[config.mk]
export PLATFORM = sky130hd
export DESIGN_NAME = showdown_sequencer_flat
export DESIGN_NICKNAME = d
export VERILOG_FILES = /design/src/rtl/showdown_sequencer_if.sv /design/src/rtl/showdown_sequencer.sv /design/src/flat_wrapper.sv
export SDC_FILE = /design/constraint.sdc
export NUM_CORES = 1
export LEC_CHECK = 0
export ABC_CLOCK_PERIOD_IN_PS = 2100
export BUFFER_PORTS_ARGS = -buffer_cell sky130_fd_sc_hd__buf_2
export CAP_MARGIN = 25
export CORE_ASPECT_RATIO = 1.2
export CORE_UTILIZATION = 52
export DETAILED_ROUTE_END_ITERATION = 10
export GPL_TIMING_DRIVEN = 0
export PLACE_DENSITY = 0.81
export SLEW_MARGIN = 25
export SYNTH_ARGS = -nofsm -noshare
export SYNTH_HDL_FRONTEND = slang
export SYNTH_SLANG_ARGS = --single-unit
[constraint.sdc]
create_clock -name clk -period 2.1 [get_ports clk]
set_clock_uncertainty 0.05 [all_clocks]
set_input_delay 0.21 -clock clk [delete_from_list [all_inputs] [get_ports clk]]
set_output_delay 0.21 -clock clk [all_outputs]
set_load 0.05 [all_outputs]
[src/rtl/showdown_sequencer_if.sv]
// showdown_sequencer_if: control, evaluator and result signals of one showdown sequencer
// master: game-flow/evaluator side; drives start, abort, clear_score and the evaluator level/ranks.
// slave:  the sequencer; drives eval_sel, busy, done, winner, tie, p1_score, p2_score, match_over.
interface showdown_sequencer_if #(
  parameter int SCORE_W = 4
) ();
  logic               start;
  logic               abort;
  logic               clear_score;
  logic [2:0]         eval_card_level;
  logic [3:0]         eval_max_num_1;
  logic [3:0]         eval_max_num_2;
  logic [3:0]         eval_max_num_3;
  logic [3:0]         eval_max_num_4;
  logic               eval_sel;
  logic               busy;
  logic               done;
  logic               winner;
  logic               tie;
  logic [SCORE_W-1:0] p1_score;
  logic [SCORE_W-1:0] p2_score;
  logic               match_over;
  modport master (
    output start, abort, clear_score,
    output eval_card_level, eval_max_num_1, eval_max_num_2, eval_max_num_3, eval_max_num_4,
    input  eval_sel, busy, done, winner, tie, p1_score, p2_score, match_over
  );
  modport slave (
    input  start, abort, clear_score,
    input  eval_card_level, eval_max_num_1, eval_max_num_2, eval_max_num_3, eval_max_num_4,
    output eval_sel, busy, done, winner, tie, p1_score, p2_score, match_over
  );
endinterface

[src/rtl/showdown_sequencer.sv]
// showdown_sequencer: time-shares one hand evaluator between two players and scores the showdown
// Ports: clk; rst_n (asynchronous, active-low); bus (showdown_sequencer_if.slave) carrying the
//   start/abort/clear_score controls, evaluator level and ranks in, eval_sel out, and the
//   busy/done/winner/tie/p1_score/p2_score/match_over status.
// Build option: define SHOWDOWN_TIE_EN to report full ties on tie (no score change) instead of
//   awarding them to player 2.
module showdown_sequencer #(
  parameter int EVAL_LAT   = 1,
  parameter int SCORE_W    = 4,
  parameter int WIN_TARGET = 5
) (
  input logic clk,
  input logic rst_n,
  showdown_sequencer_if.slave bus
);
  typedef enum logic [2:0] {IDLE, SEL_P1, SEL_P2, CMP, DONE} state_t;
  localparam logic [3:0]         LAT    = 4'(EVAL_LAT);
  localparam logic [SCORE_W-1:0] TARGET = SCORE_W'(WIN_TARGET);
  localparam logic [SCORE_W-1:0] SAT    = '1;
  state_t             state, state_nx;
  logic [3:0]         wait_cnt, wait_cnt_nx;
  logic               cap_p1, cap_p2, upd;
  logic [18:0]        eval_key, p1_key, p2_key;
  logic               p1_win, p2_win, tie_nx;
  logic               winner_q, tie_q, match_over_q;
  logic [SCORE_W-1:0] p1_q, p2_q, p1_nx, p2_nx;
  // Level occupies the top bits and ranks follow most significant first, so a single
  // unsigned compare gives level-then-rank precedence.
  assign eval_key = {bus.eval_card_level, bus.eval_max_num_1, bus.eval_max_num_2,
                     bus.eval_max_num_3, bus.eval_max_num_4};
  assign p1_win = p1_key > p2_key;
`ifdef SHOWDOWN_TIE_EN
  assign tie_nx = p1_key == p2_key;
`else
  assign tie_nx = 1'b0;
`endif
  // Without tie reporting an exact tie falls through to player 2.
  assign p2_win = !p1_win && !tie_nx;
  assign p1_nx  = p1_win && p1_q != SAT ? p1_q + 1'b1 : p1_q;
  assign p2_nx  = p2_win && p2_q != SAT ? p2_q + 1'b1 : p2_q;
  always_ff @(posedge clk or negedge rst_n) begin
    if (!rst_n) begin
      state    <= IDLE;
      wait_cnt <= '0;
    end else begin
      state    <= state_nx;
      wait_cnt <= wait_cnt_nx;
    end
  end
  always_comb begin
    state_nx    = state;
    wait_cnt_nx = wait_cnt;
    cap_p1      = 1'b0;
    cap_p2      = 1'b0;
    upd         = 1'b0;
    case (state)
      IDLE: if (bus.start && !bus.abort && !match_over_q) begin
        state_nx    = SEL_P1;
        wait_cnt_nx = '0;
      end
      SEL_P1: begin
        state_nx    = bus.abort ? IDLE : wait_cnt == LAT ? SEL_P2 : SEL_P1;
        wait_cnt_nx = bus.abort || wait_cnt == LAT ? 4'd0 : wait_cnt + 4'd1;
        cap_p1      = !bus.abort && wait_cnt == LAT;
      end
      SEL_P2: begin
        state_nx    = bus.abort ? IDLE : wait_cnt == LAT ? CMP : SEL_P2;
        wait_cnt_nx = bus.abort || wait_cnt == LAT ? 4'd0 : wait_cnt + 4'd1;
        cap_p2      = !bus.abort && wait_cnt == LAT;
      end
      CMP: begin
        state_nx = bus.abort ? IDLE : DONE;
        upd      = !bus.abort;
      end
      DONE:    state_nx = IDLE;
      default: state_nx = IDLE;
    endcase
  end
  always_ff @(posedge clk or negedge rst_n) begin
    if (!rst_n) begin
      p1_key       <= '0;
      p2_key       <= '0;
      winner_q     <= 1'b0;
      tie_q        <= 1'b0;
      p1_q         <= '0;
      p2_q         <= '0;
      match_over_q <= 1'b0;
    end else begin
      if (cap_p1) p1_key <= eval_key;
      if (cap_p2) p2_key <= eval_key;
      if (upd) begin
        winner_q <= p2_win;
        tie_q    <= tie_nx;
      end
      if (bus.clear_score) begin
        p1_q         <= '0;
        p2_q         <= '0;
        match_over_q <= 1'b0;
      end else if (upd) begin
        p1_q         <= p1_nx;
        p2_q         <= p2_nx;
        match_over_q <= match_over_q || p1_nx >= TARGET || p2_nx >= TARGET;
      end
    end
  end
  assign bus.eval_sel   = state == SEL_P2;
  assign bus.busy       = state != IDLE;
  assign bus.done       = state == DONE;
  assign bus.winner     = winner_q;
  assign bus.tie        = tie_q;
  assign bus.p1_score   = p1_q;
  assign bus.p2_score   = p2_q;
  assign bus.match_over = match_over_q;
endmodule
[src/flat_wrapper.sv]
// flat-port wrapper written by rule: the top's interface ports become plain ports
module showdown_sequencer_flat 
#(
  parameter int EVAL_LAT   = 1,
  parameter int SCORE_W    = 4,
  parameter int WIN_TARGET = 5
)
  (clk, rst_n, bus_start, bus_abort, bus_clear_score, bus_eval_card_level, bus_eval_max_num_1, bus_eval_max_num_2, bus_eval_max_num_3, bus_eval_max_num_4, bus_eval_sel, bus_busy, bus_done, bus_winner, bus_tie, bus_p1_score, bus_p2_score, bus_match_over);
  showdown_sequencer_if #(.SCORE_W(SCORE_W)) bus_i ();
  input logic clk;
  input logic rst_n;
  input wire logic [$bits(bus_i.start)-1:0] bus_start;
  input wire logic [$bits(bus_i.abort)-1:0] bus_abort;
  input wire logic [$bits(bus_i.clear_score)-1:0] bus_clear_score;
  input wire logic [$bits(bus_i.eval_card_level)-1:0] bus_eval_card_level;
  input wire logic [$bits(bus_i.eval_max_num_1)-1:0] bus_eval_max_num_1;
  input wire logic [$bits(bus_i.eval_max_num_2)-1:0] bus_eval_max_num_2;
  input wire logic [$bits(bus_i.eval_max_num_3)-1:0] bus_eval_max_num_3;
  input wire logic [$bits(bus_i.eval_max_num_4)-1:0] bus_eval_max_num_4;
  output wire logic [$bits(bus_i.eval_sel)-1:0] bus_eval_sel;
  output wire logic [$bits(bus_i.busy)-1:0] bus_busy;
  output wire logic [$bits(bus_i.done)-1:0] bus_done;
  output wire logic [$bits(bus_i.winner)-1:0] bus_winner;
  output wire logic [$bits(bus_i.tie)-1:0] bus_tie;
  output wire logic [$bits(bus_i.p1_score)-1:0] bus_p1_score;
  output wire logic [$bits(bus_i.p2_score)-1:0] bus_p2_score;
  output wire logic [$bits(bus_i.match_over)-1:0] bus_match_over;
  assign bus_i.start = bus_start;
  assign bus_i.abort = bus_abort;
  assign bus_i.clear_score = bus_clear_score;
  assign bus_i.eval_card_level = bus_eval_card_level;
  assign bus_i.eval_max_num_1 = bus_eval_max_num_1;
  assign bus_i.eval_max_num_2 = bus_eval_max_num_2;
  assign bus_i.eval_max_num_3 = bus_eval_max_num_3;
  assign bus_i.eval_max_num_4 = bus_eval_max_num_4;
  assign bus_eval_sel = bus_i.eval_sel;
  assign bus_busy = bus_i.busy;
  assign bus_done = bus_i.done;
  assign bus_winner = bus_i.winner;
  assign bus_tie = bus_i.tie;
  assign bus_p1_score = bus_i.p1_score;
  assign bus_p2_score = bus_i.p2_score;
  assign bus_match_over = bus_i.match_over;
  showdown_sequencer #(.EVAL_LAT(EVAL_LAT), .SCORE_W(SCORE_W), .WIN_TARGET(WIN_TARGET)) u_core (.clk(clk), .rst_n(rst_n), .bus(bus_i));
endmodule
## Yosys cells after proc, flatten, opt, wreduce, memory -nomap -nowiden

Cells that the tools add are included.

| storage, ports and cells | value |
|---|---|
| output and inout bits | 14 |
| register bits | 55 |
| input port bits | 24 |

| operators by class | value |
|---|---|
| reduce and logical (&&, ||, !) cells | 17 |
| equality and inequality tests | 8 |
| muxes and demuxes | 21 |
| order comparisons | 3 |
| add/subtract/negate cells | 3 |

Operators by type and width:

| kind | number |
|---|---|
| $mux 4 | 8 |
| $gt 19x19->1 | 1 |
| $add 4x1->4 const B | 3 |
| $mux 3 | 4 |
| $pmux 3 s4 | 1 |
| $ge 4x3->1 const B | 2 |
| $ne 4x4->1 const B | 2 |
| $pmux 4 s2 | 1 |
| $eq 3x2->1 const B | 2 |
| $mux 1 | 6 |
| $logic_and 1x1->1 | 5 |
| $eq 4x1->1 const B | 1 |
| $reduce_bool 2->1 | 2 |
| $eq 3x1->1 const B | 1 |
| $eq 3x3->1 const B | 1 |
| $logic_not 1->1 | 3 |
| $logic_not 3->1 | 1 |
| $logic_or 1x1->1 | 3 |
| $reduce_bool 3->1 | 1 |
| $mux 2 | 1 |
| $ne 2x1->1 const B | 1 |
| $reduce_and 2->1 | 1 |
| $reduce_or 2->1 | 1 |

## Depth between registers and ports, before layout

Gate-level depths: netlist of run 1.

| depth | value |
|---|---|
| word-level depth | 8 |
| gate-level depth with buffers | 9 |
| gate-level depth less buffers | 9 |

## Worst setup path after synthesis of run 1

No wires, ideal clock.

| timing path | value |
|---|---|
| path type | reg2reg |
| start point | register u_core.p1_key[18] |
| end point | register u_core.match_over_q (netlist: u_core.bus.match_over) |
| arrival | 2.132 ns |
| period minus slack after synthesis | 2.315 ns |
| data required time | 1.917 ns |
| cell stages (with the launch flop) | 9 |
| library setup time | 0.133 ns |
| buffers on the path | 1 |
| setup slack | -0.215 ns |
| cell sequence | dfrtp_1 ha_1 nand4_2 or3_4 or2_1 buf_6 a311o_1 a211oi_1 a211oi_1 |

| on the way | value |
|---|---|
| longest elaborated chain between the ends | 8 |
| elaborated cells between the ends (all ways) | 12 |
| those cells by class | order compare (3); mux (4); reduce/logical (5) |

RTL lines:

| element | RTL line | text |
|---|---|---|
| start: declaration | showdown_sequencer.sv:23 | `logic [18:0] eval_key, p1_key, p2_key;` |
| start signal: assignment | showdown_sequencer.sv:89 | `if (cap_p1) p1_key <= eval_key;` |
| $gt 19x19->1 (*) | showdown_sequencer.sv:31 | `assign p1_win = p1_key > p2_key;` |
| $logic_and 1x1->1 / $logic_not 1->1 (equally long branches) | showdown_sequencer.sv:39, showdown_sequencer.sv:38 |  |
| $mux 4 / $logic_and 1x1->1 (equally long branches) | showdown_sequencer.sv:39, showdown_sequencer.sv:40 |  |
| $ge 4x3->1 / $mux 4 (equally long branches) | showdown_sequencer.sv:102, showdown_sequencer.sv:40 |  |
| $logic_or 1x1->1 / $ge 4x3->1 (equally long branches) | showdown_sequencer.sv:102 | `match_over_q <= match_over_q \|\| p1_nx >= TARGET \|\| p2_nx >= TARGET;` |
| $logic_or 1x1->1 (*) | showdown_sequencer.sv:102 |  |
| $mux 1 (*) | showdown_sequencer.sv:99 | `end else if (upd) begin` |
| $mux 1 (*) | showdown_sequencer.sv:95 | `if (bus.clear_score) begin` |
| end signal: assignment | showdown_sequencer.sv:87 | `match_over_q <= 1'b0;` |
| end signal: assignment | showdown_sequencer.sv:98 | `match_over_q <= 1'b0;` |
| end signal: assignment | showdown_sequencer.sv:102 |  |
| end: declaration | showdown_sequencer.sv:25 | `logic winner_q, tie_q, match_over_q;` |

Every way passes the cells marked *; elsewhere a longest branch is shown, timed or not. The select of a mux whose other input is x is not followed.
A chain may end at the register's enable or synchronous reset.

## Final worst setup path of run 1

| timing path | value |
|---|---|
| start point | register u_core.p1_key[8] |
| end point | register u_core.match_over_q (netlist: u_core.bus.match_over) |

Same word-level chain as after synthesis.

==> results of run 1 <==
[flip-flops by register name, summed over array words and instances (netlist names)]
signal                 cells
u_core.bus.match_over      1
u_core.bus.p1_score        4
u_core.bus.p2_score        4
u_core.bus.winner          1
u_core.p1_key             19
u_core.p2_key             19
u_core.state               3
u_core.wait_cnt            4
[where the power goes]
part / total, mW / internal (mW) / switching, mW
registers: 1.62 / 1.40 / 0.221
clock network: 0.556 / 0.222 / 0.334
logic: 2.18 / 1.10 / 1.07
[final cells by class]
type	instances	area share, %
Tap cell	64	2.20
Inverter	24	2.47
Timing Repair Buffer	47	7.80
Buffer	8	1.44
Clock inverter	1	0.206
Multi-Input combinational cell	190	46.2
Clock buffer	5	1.89
Sequential cell	55	37.8
[cell usage after synthesis, types with 2 or more instances]
| cell | count | area, sq um |
|---|---|---|
| nor3_1 | 6 | 30.0 |
| o21ai_0 | 11 | 55.1 |
| nor2_1 | 18 | 67.6 |
| nand2b_1 | 4 | 25.0 |
| o21bai_1 | 2 | 15.0 |
| a211oi_1 | 5 | 37.5 |
| mux2_2 | 39 | 439 |
| inv_1 | 24 | 90.1 |
| clkbuf_1 | 4 | 15.0 |
| ha_1 | 23 | 288 |
| dfrtp_1 | 55 | 1380 |
| nand3_1 | 9 | 45.0 |
| mux2i_1 | 2 | 20.0 |
| a21oi_1 | 16 | 80.1 |
| a21o_1 | 2 | 15.0 |
| a311oi_1 | 3 | 26.3 |
| nor2b_1 | 5 | 31.3 |
| buf_2 | 2 | 10.0 |
| nand2_1 | 13 | 48.8 |
| buf_4 | 2 | 15.0 |
| nor3b_1 | 2 | 15.0 |
| nand4_1 | 5 | 31.3 |
[final timing paths]
check / startpoint / slack, ps / cells past startpoint / to
hold / removal: bus_abort / 30 / 2 / u_core.state[1]
hold reg to reg: u_core.p2_key[9] / 460 / 1 / u_core.p2_key[9]
min in group asynchronous: rst_n / 420 / 2 / u_core.bus.p1_score[1]
setup reg to reg: u_core.p1_key[8] / -320 / 8 / u_core.bus.match_over
setup / recovery: u_core.p1_key[8] / -320 / 8 / u_core.bus.match_over
max in group asynchronous: rst_n / 1120 / 2 / u_core.p2_key[11]
[kinds of logic after synthesis]
group | Yosys count | synth area share, %
adder cells (fa/ha/maj) | 23 | 9.54
AO/OA/AOI/OAI | 51 | 11.3
multiplexers | 41 | 15.2
other | 1 | 0.124
XOR/XNOR | 2 | 0.581
flip-flops | 55 | 45.6
buffers and inverters | 34 | 5.02
AND/OR/NAND/NOR | 72 | 12.6
[stage by stage]
stage	utilization [%]	TNS [ps]	hold WS [ps]	power [mW]
after floorplan	-	-329	-136	2.85
after global placement	58.4	-4440	356	3.14
after detailed placement	58.5	-5670	251	3.24
after CTS	62.4	-2020	31.9	4.06
after global routing	64.7	-3110	25.2	4.65
final	64.7	-2130	31.9	4.35
[critical path, delay by kind of cell (launching register included)]
kind                     cells  cell delay (ps)
flip-flops                   1              420
AO/OA/AOI/OAI                3              640
adder cells (fa/ha/maj)      1              290
AND/OR/NAND/NOR              3              760
buffers and inverters        1              140
[repair_timing]
| item | CTS | global route |
|---|---|---|
| hold endpoints to repair | 55 | 0 |
| hold buffers | 1 | 0 |
| resized for setup | 12 | 15 |
| endpoints found under the setup margin | 30 | 30 |
| buffers inserted | 6 | 4 |
| pin swaps | 18 | 16 |
[layer usage]
layer | GRT usage [%] | wire [um]
met1 | 22.0 | 2460
met2 | 37.3 | 3270
met3 | 4.28 | 197
met4 | 8.02 | 93
met5 | 0 | 0
[placed cells by master (no fill, tap or decap), drive strengths merged, types with 6 or more instances in the layout]
master and n:
mux2 39, a21oi 17, dfrtp 55, nand2 13
inv 24, clkbuf 8, nor3 6, nor2 18
ha 23, o21ai 11, nand4 6, buf 50
nand3 9
==> reports/qor.yml, run 1 <==
crit_top_cell: "a211oi_2"
place_congestion: 0.797
failed_checks: "setup timing"
critPathKind: "reg -> reg"
vdd_drop_max_uv: 742
root_buffer: "clkbuf_8"
avgSynthCellArea_sq_um: 10.8
grt_usage_pct: 20.1
max_freq_mhz: 413
cts_max_level: 2
area_growth_pct: 20.7
hpwlAfterDp_um: 3810
timing.final.hold_violations: 0
syn_nets: 326
fin_crit_sh_pct: 115
p_leak_nw: 1.68
worstMarginPinSlew_ps: 685
worstPathArrival_ps: 2560
setup_ws_ps: -320
required_ps: 2230
synthesis.area_sq_um: 3020
clock_path_buffers: 2
wl_per_cell_um: 15.3
maxSlewViolCount: 0
initial_utilization_pct: 53.6
grt_pass1_vias: 2226
async_flop_share_pct: 100
dp.cells: 379
p_per_area_nw_per_um2: 1200
crit_path_start_kind: "flip-flop"
num_antenna_cells: 0
die_h_um: 85.5
path_cells: "ha_4, nand4_1, or3_4, or2_1, buf_6, a311o_1, a211oi_2, a211oi_2"
synth_edf_count: 0
cp_slowest_cell: "or3_4"
grt_max_degree: 56
finalInstanceArea_sq_um: 3640
setup_violations: 9
cts_buffers: 5
end_kind: "flip-flop"
syn_inst: 279
relSlewSlack_pct: 53.9
multi_input_area_sq_um: 1680
num_vias: 2253
io_buffers: 36
grt_overflow: 0
firstDrtPassIters: 6
layout-drive-gt1-share_pct: 37.6
first_iter_violations: 95
status: "finished with violations"
core_area_sq_um: 5630
worstSkewPairLatency_ps: 310
max_stage_delay_ps: 430
yosysWarningCount: 0
seq_area_sq_um: 1380
die_w_um: 71.5
cts_tree: "built"
drtAntennaViolNets: 0
synth-seq-cells: 55
floorplan.die_area_sq_um: 6110
crit_fanout: 7
synth_ff_type: "dfrtp_1"
synth.distinct_cells: 49
num_rows: 30
grt_pass1_wl_um: 9560
final_nets: 378
finalWirelength_um: 6010
min_path_type: "in -> reg"
drc: 0
post_drt_via_cell_ratio: 5.72
fillers: 459
dpl_cell_area_sq_um: 3290
timing.max_cap.violations: 0
ys_seq_area_share_pct: 45.6
rsz0062_at_grt: "true"
post-place-ws_ps: -416
final_cells: 394
path_clk_slew_ps: 100
period_needed_ps: 2420
cts.sinks: 55
antenna_found_initial: 0
io_pins: 38
Power figures use the tool's default switching activity.
==> run 2, diff against run 1 <==
--- a/config.mk
+++ b/config.mk
@@ -10,6 +10,7 @@
 export CAP_MARGIN = 25
 export CORE_ASPECT_RATIO = 1.2
 export CORE_UTILIZATION = 52
+export CTS_BUF_LIST = sky130_fd_sc_hd__clkbuf_16
 export DETAILED_ROUTE_END_ITERATION = 10
 export GPL_TIMING_DRIVEN = 0
 export PLACE_DENSITY = 0.81
==> run 2 against run 1 <==
Compared with the run above:
- via count unchanged
- clock power is 40% higher
- routed wire length increased by 2.0%
- clock-buffer cell count unchanged
- sequential power about the same
- non-clock buffer count stayed put
- maximum frequency shrank 1.4%
- combinational power increased by 6%
- largest cell class unchanged
- the run still ends with setup timing left
- global-route usage up 1.1 points
- final area grew 2.0%
- flip-flop and latch count is the same
==> reports/qor.yml, run 2 (synthesized netlist as in run 1, its figures left out) <==
hpwlAfterDp_um: 3810  # unchanged
relSlewSlack_pct: 54.6  # +0.68 points
num_rows: 30  # unchanged
hold_end: "u_core.state[1]"
p_leak_nw: 1.71  # +1.9%
p_per_area_nw_per_um2: 1270  # +6.1%
num_vias: 2253  # unchanged
p_switching_mw: 1.69  # +3.6%
min_path_type: "in -> reg"
io_pins: 38  # unchanged
reg_top3: "u_core.p1_key x19, u_core.p2_key x19"
grt_pass1_wl_um: 10100  # +6.1%
cts_tree: "built"
final_cells: 394  # unchanged
crit_fanout: 7  # unchanged
crit_path_start_kind: "flip-flop"
rrSetupSlack_ps: -350  # -30 ps
firstDrtPassIters: 6  # unchanged
cp_slowest_cell: "dfrtp_1"
sw_frac_of_total_pct: 35.8  # -1.6 points
r2r_end: "u_core.bus.match_over"
worstMarginPinSlew_ps: 675  # -10.1 ps
failed_checks: "setup timing"
grt_overflow: 0  # unchanged
maxSlewViolCount: 0  # unchanged
post_drt_via_cell_ratio: 5.72  # unchanged
die_w_um: 71.5  # unchanged
period_needed_ps: 2450  # +33.5 ps
setup_ws_ps: -354  # -33.5 ps
clock_path_buffers: 2  # unchanged
drtAntennaViolNets: 0  # unchanged
setup_violations: 10  # +1
pwr-share-clk_pct: 16.5  # +3.7 points
dp.cells: 379  # unchanged
mostFrequentLayoutCell: "dfrtp_1"
timing.max_cap.violations: 0  # unchanged
hold_start: "bus_abort"
fin_crit_sh_pct: 117  # +1.6 points
cts_max_level: 2  # unchanged
status: "finished with violations"
antenna_found_initial: 0  # unchanged
grt_usage_pct: 21.1  # +1.1 points
first_iter_violations: 130  # +37%
power.total_mw: 4.71  # +8.2%
max_freq_mhz: 408  # -1.4%
timing.final.hold_violations: 0  # unchanged
root_buffer: "clkbuf_16"
hold_depth: 2  # unchanged
power_frac_comb_pct: 48.8  # -1.2 points
place_congestion: 0.797  # unchanged
area_growth_pct: 23.1
cts.sinks: 55  # unchanged
worstRegToRegCells: 8  # unchanged
path_cells: "ha_4, nand4_1, or3_4, or2_1, buf_6, a311o_1, a211oi_2, a211oi_1"
rsz0062_at_grt: "true"
die_h_um: 85.5  # unchanged
fin_tns_setup_ps: -2240  # -111 ps
initial_utilization_pct: 53.6  # unchanged
core_area_sq_um: 5630  # unchanged
post-place-ws_ps: -416  # unchanged
drc: 0  # unchanged
layout-drive-gt1-share_pct: 38.2  # +0.61 points
grt_max_degree: 56  # unchanged
cts_buffers: 5  # unchanged
crit_family: "simple AND/OR/NAND/NOR gates"
cp_num_buf_inv: 1  # unchanged
regToRegStartpoint: "u_core.p1_key[14]"
path_clk_slew_ps: 70  # -30 ps
worstPathArrival_ps: 2560  # about the same
end_kind: "flip-flop"
required_ps: 2210  # -20 ps
p_int_mw: 3.02  # +11%
max_stage_delay_ps: 420  # about the same
seq_power_share_pct: 34.7  # -2.5 points
floorplan.die_area_sq_um: 6110  # unchanged
critPathKind: "reg -> reg"
worstSkewPairLatency_ps: 290  # -20 ps
critPathLaunch: "u_core.p1_key[14]"
num_antenna_cells: 0  # unchanged
final_nets: 378  # unchanged
io_buffers: 36  # unchanged
finalWirelength_um: 6130  # +2.0%
wl_per_cell_um: 15.6  # +2.0%
grt_pass1_vias: 2320  # +4.2%
final_cell_mix: "dfrtp_1, mux2_2, buf_2"
vdd_drop_max_uv: 806  # +8.7%
-- run 2: final cells by class --
type / instances / area, sq um
buffer: 9 / 57.6
clock inverter: 1 / 7.51
fill: 423 / 1920
clock buffer: 5 / 125
tap: 64 / 80.1
sequential: 55 / 1380
timing repair buffer: 46 / 277
inverter: 24 / 90.1
multi-input combinational: 190 / 1700
-- run 2: power groups by stage --
stage	clock, mW	combinational [mW]	sequential [mW]
after floorplan	0	1.26	1.59
after global placement	0	1.54	1.60
after detailed placement	0	1.62	1.62
after CTS	0.790	2.07	1.62
after global routing	0.834	2.51	1.68
final	0.777	2.30	1.63
-- run 2: worst max path at each step --
stage | to | slack (ps) | cells past startpoint
after floorplan | u_core.bus.match_over | -150 | 8
after global placement | u_core.bus.p2_score[0] | -340 | 9
after detailed placement | u_core.bus.p2_score[0] | -420 | 9
after CTS | u_core.bus.match_over | -270 | 8
after global routing | u_core.bus.match_over | -400 | 8
final | u_core.bus.match_over | -350 | 8
-- run 2: repair_timing --
action	4_1_cts	5_1_grt
resized for setup	17	13
setup endpoints to repair	30	30
hold buffers	1	0
hold endpoints to repair	55	0
setup buffers	6	3
pin swaps	15	7
-- run 2: per-stage QoR --
| stage | util [%] | area, sq um | hold slack (ps) |
|---|---|---|---|
| floorplan | - | 3030 | -136 |
| global placement | 58.4 | 3290 | 356 |
| detailed placement | 58.5 | 3290 | 251 |
| CTS | 64.4 | 3630 | 63.2 |
| global route | 66.0 | 3710 | 62.4 |
| finish | 66.0 | 3710 | 65.2 |
-- run 2: metal layers --
| layer | track usage, % | share of wire (%) |
|---|---|---|
| met1 | 24.1 | 42 |
| met2 | 39.5 | 54 |
| met3 | 4.28 | 3.0 |
| met4 | 6.24 | 0.98 |
| met5 | 0 | 0 |
-- run 2: worst reg2reg max path, delay by kind of cell, from the launching register on --
| kind | cells | cell delay (ps) |
|---|---|---|
| compound gates | 3 | 660 |
| fa+ha+maj | 1 | 290 |
| buf+inv | 1 | 140 |
| flops | 1 | 420 |
| simple gates | 3 | 780 |
==> run 3, diff against run 2 <==
--- a/config.mk
+++ b/config.mk
@@ -18,3 +18,4 @@
 export SYNTH_ARGS = -nofsm -noshare
 export SYNTH_HDL_FRONTEND = slang
 export SYNTH_SLANG_ARGS = --single-unit
+export TNS_END_PERCENT = 1
==> run 3 against run 2 <==
Compared with the run above:
- the run still ends with setup timing left
- combinational power down 17%
- routed wire length down 6.6%
- clock power up 18%
- first-iteration DRC count up 2.3%
- maximum frequency up 0.78%
- final area down 2.6%
- largest power group unchanged
==> reports/qor.yml, run 3 (synthesized netlist as in run 1, its figures left out) <==
path_cells: "ha_4, nand4_2, or3_4, or2_1, buf_6, a311o_1, a211oi_2, a211oi_1"
rrSetupSlack_ps: -330  # +20 ps
io_pins: 38  # unchanged
crit_path_start_kind: "flip-flop"
mostFrequentLayoutCell: "dfrtp_1"
vdd_drop_max_uv: 794  # -1.5%
p_int_mw: 2.92  # -3.5%
cts.sinks: 55  # unchanged
antenna_found_initial: 0  # unchanged
status: "finished with violations"
clock_path_buffers: 2  # unchanged
rsz0062_at_grt: "true"
min_path_type: "in -> reg"
area_growth_pct: 19.9
hpwlAfterDp_um: 3830  # +0.48%
die_w_um: 71.5  # unchanged
worstPathArrival_ps: 2540  # -20 ps
initial_utilization_pct: 53.6  # unchanged
place_congestion: 0.773  # -3.0%
r2r_end: "u_core.bus.match_over"
critPathCapture: "u_core.bus.match_over"
power_frac_comb_pct: 43.1  # -5.7 points
holdWs_ps: 74.0  # +8.84 ps
p_leak_nw: 1.69  # -1.3%
floorplan.die_area_sq_um: 6110  # unchanged
dpl_cell_area_sq_um: 3290  # unchanged
setup_ws_ps: -335  # +18.9 ps
end_kind: "flip-flop"
finalInstanceArea_sq_um: 3620  # -2.6%
p_switching_mw: 1.55  # -8.1%
crit_fanout: 8  # +1
path_clk_slew_ps: 70  # about the same
worstMarginPinSlew_ps: 691  # +15.8 ps
sw_frac_of_total_pct: 34.7  # -1.1 points
grt_pass1_vias: 2164  # -6.7%
worstRegToRegCells: 8  # unchanged
first_iter_violations: 133  # +2.3%
core_area_sq_um: 5630  # unchanged
final_nets: 372  # -1.6%
regToRegStartpoint: "u_core.p1_key[17]"
max_stage_delay_ps: 450  # +30 ps
relSlewSlack_pct: 54.0  # -0.67 points
cts_buffers: 5  # unchanged
grt_pass1_wl_um: 9590  # -5.4%
cts_tree: "built"
num_antenna_cells: 0  # unchanged
cts_max_level: 2  # unchanged
required_ps: 2200  # about the same
pwr-share-clk_pct: 20.6  # +4.1 points
power.total_mw: 4.47  # -5.1%
wl_per_cell_um: 14.7  # -5.7%
timing.final.hold_violations: 0  # unchanged
seq_power_share_pct: 36.3  # +1.6 points
drtAntennaViolNets: 0  # unchanged
grt_overflow: 0  # unchanged
setup_violations: 9  # -1
fin_crit_sh_pct: 116  # -0.90 points
num_vias: 2239  # -0.62%
die_h_um: 85.5  # unchanged
finalWirelength_um: 5730  # -6.6%
grt_max_degree: 56  # unchanged
drc: 0  # unchanged
firstDrtPassIters: 4  # -2
path_depth: 8  # unchanged
cp_num_buf_inv: 1  # unchanged
reg_top3: "u_core.p1_key x19, u_core.p2_key x19"
period_needed_ps: 2430  # -18.9 ps
critPathKind: "reg -> reg"
crit_family: "simple AND/OR/NAND/NOR gates"
layout-drive-gt1-share_pct: 33.7  # -4.4 points
p_per_area_nw_per_um2: 1230  # -2.6%
timing.max_cap.violations: 0  # unchanged
max_freq_mhz: 411  # +0.78%
num_rows: 30  # unchanged
post-place-ws_ps: -427  # -11.4 ps
final_cell_mix: "dfrtp_1, mux2_2, buf_2"
maxSlewViolCount: 0  # unchanged
grt_usage_pct: 20.0  # -1.1 points
io_buffers: 36  # unchanged
post_drt_via_cell_ratio: 5.74  # +0.40%
root_buffer: "clkbuf_16"
failed_checks: "setup timing"
critPathLaunch: "u_core.p1_key[17]"
cp_slowest_cell: "or3_4"
worstSkewPairLatency_ps: 290  # about the same
## run 3: area by class of cell
| cell class | instances | area [sq um] |
|---|---|---|
| clock buffers | 5 | 125 |
| flip-flops and latches | 55 | 1380 |
| repair buffers | 39 | 208 |
| well taps | 64 | 80.1 |
| fillers | 442 | 2010 |
| clock inverters | 3 | 38.8 |
| multi-input cells | 190 | 1640 |
| inverters | 24 | 90.1 |
| plain buffers | 10 | 63.8 |
## run 3: power groups by stage
stage	Combinational (mW)	Clock, mW	Sequential (mW)
2_1_floorplan	1.26	0	1.59
3_3_place_gp	1.54	0	1.60
3_5_place_dp	1.61	0	1.62
4_1_cts	1.77	0.937	1.61
5_1_grt	2.16	0.980	1.67
6_report	1.92	0.919	1.62
## run 3: how the worst min path moves through the flow
stage	to	cells past startpoint	start
after global placement	u_core.state[1]	2	bus_abort
final	u_core.state[1]	2	bus_abort
after CTS	u_core.state[1]	2	bus_abort
after detailed placement	u_core.bus.p1_score[1]	1	rst_n
after floorplan	u_core.bus.match_over	0	rst_n
after global routing	u_core.state[1]	2	bus_abort
## run 3: stage by stage
| stage | std cells | util (%) | TNS, ps |
|---|---|---|---|
| after floorplan | 279 | - | -329 |
| after global placement | 379 | 58.4 | -4420 |
| after detailed placement | 379 | 58.5 | -5450 |
| after CTS | 388 | 62.7 | -1710 |
| after global routing | 390 | 64.3 | -2550 |
| final | 390 | 64.3 | -1780 |
## run 3: worst register-to-register path, cell delays in order (launching register included)
cell	delay, ps
dfrtp_1	410
ha_4	280
nand4_2	120
or3_4	450
or2_1	230
buf_6	140
a311o_1	320
a211oi_2	200
a211oi_1	100
## run 3: per-layer routing
layer  share of wire (%)  GRT usage, %
met3                 3.9          4.63
met1                  43          23.7
met5                   0             0
met2                  53          36.2
met4                0.44          5.70
## run 3: what timing repair did
| action | 4_1_cts | 5_1_grt |
|---|---|---|
| endpoints found under the setup margin | 30 | 30 |
| pin swaps | 1 | 6 |
| hold buffers | 1 | 0 |
| resized for setup | 7 | 9 |
| hold endpoints to repair | 55 | 0 |
| setup buffers | 0 | 2 |
